### src/rtl/glitch_scheduler.sv
// glitch_scheduler
//   Owns the 8-bit core-rail DAC. Normally forwards core_dac one registered
//   cycle late. Once armed and triggered it waits cfg_offset cycles, then
//   drives a glitch level for cfg_width cycles. This repeats cfg_repeat times,
//   with cfg_gap cycles at core level between pulses, and then hands the DAC
//   back to core_dac.
//
// Ports
//   clk, reset        clock; synchronous active-high reset
//   core_dac          DAC code requested by pmic_core
//   cfg_offset/width/gap/level/repeat
//                     sequence configuration, latched on arm
//   arm               latch config and enter ARMED (IDLE only)
//   disarm            abort to IDLE from any state (highest priority)
//   trigger           start the sequence (ARMED only), level-sampled
//   dac_out           registered DAC code
//   glitch_active     high while dac_out holds the glitch level
//   busy              high in any state other than IDLE
//   done              one-cycle pulse after the final pulse
//   state             FSM state (debug)
module glitch_scheduler #(
  parameter int unsigned OFF_W       = 32,
  parameter int unsigned WID_W       = 16,
  parameter int unsigned CNT_W       = 8,
  parameter logic [7:0]  LEVEL_FLOOR = 8'h10
) (
  input  logic             clk,
  input  logic             reset,
  input  logic [7:0]       core_dac,
  input  logic [OFF_W-1:0] cfg_offset,
  input  logic [WID_W-1:0] cfg_width,
  input  logic [WID_W-1:0] cfg_gap,
  input  logic [7:0]       cfg_level,
  input  logic [CNT_W-1:0] cfg_repeat,
  input  logic             arm,
  input  logic             disarm,
  input  logic             trigger,
  output logic [7:0]       dac_out,
  output logic             glitch_active,
  output logic             busy,
  output logic             done,
  output logic [2:0]       state
);

  typedef enum logic [2:0] {
    S_IDLE   = 3'd0,
    S_ARMED  = 3'd1,
    S_OFFSET = 3'd2,
    S_PULSE  = 3'd3,
    S_GAP    = 3'd4
  } state_t;

  state_t           state_q;
  logic [OFF_W-1:0] off_q, off_cnt_q;
  logic [WID_W-1:0] wid_q, gap_q, wid_cnt_q, gap_cnt_q;
  logic [7:0]       lvl_q, dac_q;
  logic [CNT_W-1:0] left_q;
  logic             glitch_q, last_q, done_q;

  // Config after zero-to-one and floor substitutions
  logic [WID_W-1:0] wid_d, gap_d;
  logic [7:0]       lvl_d;
  logic [CNT_W-1:0] rep_d;

  always_comb begin
    wid_d = (cfg_width == '0) ? WID_W'(1) : cfg_width;
    gap_d = (cfg_gap == '0) ? WID_W'(1) : cfg_gap;
    lvl_d = (cfg_level < LEVEL_FLOOR) ? LEVEL_FLOOR : cfg_level;
    rep_d = (cfg_repeat == '0) ? CNT_W'(1) : cfg_repeat;
  end

  // dac_out/glitch_active are computed from the state being left, so a
  // PULSE entered at edge n shows the level from edge n+1 onwards. done is
  // delayed one extra cycle through last_q so it coincides with the first
  // post-pulse core value on dac_out.
  always_ff @(posedge clk) begin
    if (reset) begin
      state_q   <= S_IDLE;
      off_q     <= '0;
      wid_q     <= '0;
      gap_q     <= '0;
      lvl_q     <= '0;
      left_q    <= '0;
      off_cnt_q <= '0;
      wid_cnt_q <= '0;
      gap_cnt_q <= '0;
      dac_q     <= '0;
      glitch_q  <= 1'b0;
      last_q    <= 1'b0;
      done_q    <= 1'b0;
    end else begin
      last_q   <= 1'b0;
      done_q   <= last_q & ~disarm;
      dac_q    <= core_dac;
      glitch_q <= 1'b0;
      if (disarm) begin
        state_q <= S_IDLE;
      end else begin
        case (state_q)
          S_IDLE: begin
            if (arm) begin
              off_q   <= cfg_offset;
              wid_q   <= wid_d;
              gap_q   <= gap_d;
              lvl_q   <= lvl_d;
              left_q  <= rep_d;
              state_q <= S_ARMED;
            end
          end
          S_ARMED: begin
            if (trigger) begin
              if (off_q == '0) begin
                wid_cnt_q <= wid_q - WID_W'(1);
                state_q   <= S_PULSE;
              end else begin
                off_cnt_q <= off_q - OFF_W'(1);
                state_q   <= S_OFFSET;
              end
            end
          end
          S_OFFSET: begin
            if (off_cnt_q == '0) begin
              wid_cnt_q <= wid_q - WID_W'(1);
              state_q   <= S_PULSE;
            end else begin
              off_cnt_q <= off_cnt_q - OFF_W'(1);
            end
          end
          S_PULSE: begin
            dac_q    <= lvl_q;
            glitch_q <= 1'b1;
            if (wid_cnt_q == '0) begin
              if (left_q > CNT_W'(1)) begin
                left_q    <= left_q - CNT_W'(1);
                gap_cnt_q <= gap_q - WID_W'(1);
                state_q   <= S_GAP;
              end else begin
                last_q  <= 1'b1;
                state_q <= S_IDLE;
              end
            end else begin
              wid_cnt_q <= wid_cnt_q - WID_W'(1);
            end
          end
          S_GAP: begin
            if (gap_cnt_q == '0) begin
              wid_cnt_q <= wid_q - WID_W'(1);
              state_q   <= S_PULSE;
            end else begin
              gap_cnt_q <= gap_cnt_q - WID_W'(1);
            end
          end
          default: state_q <= S_IDLE;
        endcase
      end
    end
  end

  assign dac_out       = dac_q;
  assign glitch_active = glitch_q;
  assign done          = done_q;
  assign busy          = (state_q != S_IDLE);
  assign state         = state_q;

endmodule

### config.mk
export PLATFORM = sky130hd
export DESIGN_NAME = glitch_scheduler
export DESIGN_NICKNAME = d
export VERILOG_FILES = /design/src/rtl/glitch_scheduler.sv
export SDC_FILE = /design/constraint.sdc
export NUM_CORES = 1
export LEC_CHECK = 0
export ABC_AREA = 1
export CAP_MARGIN = 20
export CORE_MARGIN = 2
export CORE_UTILIZATION = 40
export DETAILED_ROUTE_END_ITERATION = 10
export GPL_TIMING_DRIVEN = 0
export PLACE_DENSITY = 0.57
export SYNTH_ARGS = -nofsm -noshare
export SYNTH_HDL_FRONTEND = slang
export SYNTH_SLANG_ARGS = --single-unit
export TNS_END_PERCENT = 30
### constraint.sdc
create_clock -name clk -period 2.98 [get_ports clk]
set_clock_uncertainty 0.1 [all_clocks]
set_input_delay 0.596 -clock clk [delete_from_list [all_inputs] [get_ports clk]]
set_output_delay 0.596 -clock clk [all_outputs]
set_load 0.005 [all_outputs]
==> impl_results.md <==
* Reg2reg path depth at 15
* Final hold violation count at 0
* WS Path Type: flip-flop to flip-flop
* Top post-synthesis cells by area: dfxtp_1, nand2_1, inv_1
* Root Buffer: clkbuf_16
* Post-Route Utilization at 49.5%
* Placer Congestion at 0.947
* Pwr Total at 5880 µW
* Fin crit period at 2.79 ns
* Synthesized flop and latch total at 158
* Ratio of cells with drive above 1 in the final layout at 6.52%
* Crit path arrival time at 3.02 ns
* Bufs on Longest Clock Path at 2
* Peak Freq at 0.359 GHz
* Fin. max-slew vios at 0
* I/O pin count at 107
* EDFF count, synth at 0
* Wirelength per Cell at 15.9 µm
* Sequential element share of the synthesized area at 34.1%
* Setup crit end kind: flip-flop
* Unrepaired setup endpoints after global routing: no
* CP Max Fanout at 10
* Initial antenna violation count at 1
* Drt initial violations at 606
* Min Hold Slack at 0.318 ns
* Vias in the first global route at 9136
* Avg Inst Size Synth at 6.17 µm²
* Pwr dens at 523 nW/µm²
* Hold crit path type: flip-flop to flip-flop
* Count of nets after finishing at 1726
* Status: completed
* Starting Density at 40.9%
* Detailed Route WL at 30700 µm
* Tcrit/Tclk final at 93.5%
* Actual transition at the worst max-transition pin at 0.797 ns
* Pin count of the biggest net entering global routing at 17
* Vias/cell at 5.03
* Port Buf Inserts at 105
* Top FF cell, synth: dfxtp_1
* Setup TNS at 0 ns
* Leakage at 0.00525 µW
* Synth Net Count at 1602
* Post-DRT Antenna Nets at 0
* Die Area at 24400 µm²
* R2R Setup Slk at 0.19 ns
* Worst R2R Start: state[0]
* FFs w/ async S/R, synth at 0%
* Most instantiated cells after synthesis: nand2_1, inv_1, nor2_1
* DRC at 0
* Die extent in x at 156 µm
* Worst path required time at 3.21 ns
* Die height at 156 µm
* Worst-path clk slew at 0.07 ns
* Rel. slew slack at 46.9%
* DR vias at 9693
* CP startpoint: state[0]
* Core ar. at 22700 µm²
* Yosys cell types at 34
* Total track usage at 25.4%
* Clk_lat worst skew at 0.44 ns
* Drt first pass iters at 5
* Fillcell total at 2418
* Quantity of hold-fixing buffers added after cts at 0
* Worst flop-to-flop path endpoint: off_cnt_q[24]
* CP Launch Type: flip-flop
* Worst VDD drop at 312 µV
* CP endpoint: off_cnt_q[24]
* P&R area growth vs syn at 21.3%
* # rows at 55
* CTS tree: built
* Mapped Cells at 1504
* H-Tree Depth at 4
* Area fraction of the dominant cell type after synthesis at 34.1%
* Post-synth top area cell: dfxtp_1
* Final setup vio count at 0
* Post-DP HPWL at 23900 µm
* Most frequent cell after synthesis: nand2_1
* Grt ovf at 0
* Synth Warn # at 0
* Mapped Area at 9280 µm²
* First-pass GRT wire length at 48200 µm
* Number of CTS-inserted buffers at 17
* CTS Sinks at 158
* Max_cap viols at 0
[state kept, by name, summed over array words and instances (netlist names)]
| register | cells |
|---|---|
| dac_out | 8 |
| gap_q | 16 |
| off_cnt_q | 32 |
| lvl_q | 8 |
| done | 1 |
| gap_cnt_q | 16 |
| wid_cnt_q | 16 |
| wid_q | 16 |
| off_q | 32 |
| left_q | 8 |
| glitch_active | 1 |
| state | 3 |
| last_q | 1 |
[timing repair]
item,in CTS,in global routing
setup buffers,0,0
endpoints found under the setup margin,0,3
resized for setup,0,2
[through the flow]
| stage | instance area (µm²) | worst slack [ns] | instances |
|---|---|---|---|
| after floorplan | 9280 | 0.750 | 1504 |
| after global placement | 10700 | -0.00871 | 1894 |
| after detailed placement | 10700 | 0.00269 | 1894 |
| after CTS | 11200 | 0.0871 | 1926 |
| after global routing | 11200 | 0.00218 | 1926 |
| final | 11300 | 0.194 | 1927 |
[area by class of cell]
| cell class | instances | area [µm²] | share of cell area [%] |
|---|---|---|---|
| Multi-Input combinational cell | 1073 | 4990 | 44.4 |
| Sequential cell | 158 | 3160 | 28.1 |
| Timing Repair Buffer | 105 | 1050 | 9.34 |
| Inverter | 210 | 788 | 7.01 |
| Clock buffer | 18 | 429 | 3.81 |
| Tap cell | 285 | 357 | 3.17 |
| Buffer | 63 | 338 | 3.00 |
| Clock inverter | 14 | 131 | 1.17 |
| Antenna cell | 1 | 2.50 | 0.0222 |
[logic make-up (layout without fill, tap and decap cells)]
logic type	after synthesis	after routing	share of synthesized area [%]
simple gates	796	796	36.6
buf+inv	273	410	12.1
compound gates	254	254	14.8
flops	158	158	34.1
xor+xnor	18	18	1.70
fa+ha+maj	5	5	0.674
other cells	0	1	0
[layout by cell type (no fill, tap or decap), types with 2 or more instances in the layout]
cell type	synthesis	layout
nor3_1	3	3
xnor2_1	4	4
dfxtp_1	158	158
clkbuf_1	31	32
buf_4	5	5
buf_2	18	18
nand3b_1	6	6
nor2_2	16	17
nand4_1	28	28
clkbuf_16	0	17
nor4_1	9	9
nand3_1	117	117
o21ai_2	7	7
nand2_1	399	399
inv_6	0	6
clkinvlp_4	0	4
buf_6	8	8
a221oi_1	2	2
clkinv_2	0	2
a211oi_1	19	19
o21ai_1	24	25
o21ai_0	88	87
xor2_1	14	14
nor2_1	198	197
a21oi_1	107	107
ha_1	5	5
nor2_4	4	4
o21bai_1	5	5
nand2_2	10	10
inv_1	206	206
and2_1	3	3
inv_2	4	4
clkdlybuf4s50_1	0	105
[worst min path at each step]
stage,start,to,cells after the start
after floorplan,last_q,done,2
after global placement,last_q,done,2
after detailed placement,last_q,done,2
after CTS,last_q,done,2
after global routing,last_q,done,2
final,last_q,done,2
[critical path, stage by stage, from the launching register on]
cell and delay (ns):
dfxtp_1 0.53, inv_2 0.15, nand3_4 0.16, buf_2 0.25, nand2_1 0.07, o21ai_1 0.15
ha_1 0.21, nand2_1 0.12, nor2_2 0.22, nand2_1 0.18, nor2_1 0.26, nand2_1 0.08
nand2_1 0.06, nand3_1 0.06, nand2_1 0.07, inv_1 0.04
[layer usage]
layer  vias up  part of all wire [%]  track usage (%)
li1       5033                     -                -
met1      4344                    45             33.5
met2       270                    45             41.0
met3        46                   6.7             5.79
met4         0                   2.7             8.52
met5         -                     0                0
[report_power, final]
| group | internal (µW) | total [µW] | switching, µW |
|---|---|---|---|
| clock network | 1160 | 2160 | 1000 |
| logic | 510 | 1430 | 923 |
| registers | 2230 | 2290 | 54.4 |
| total | 3910 | 5880 | 1980 |
(Power assumes the default switching activity.)
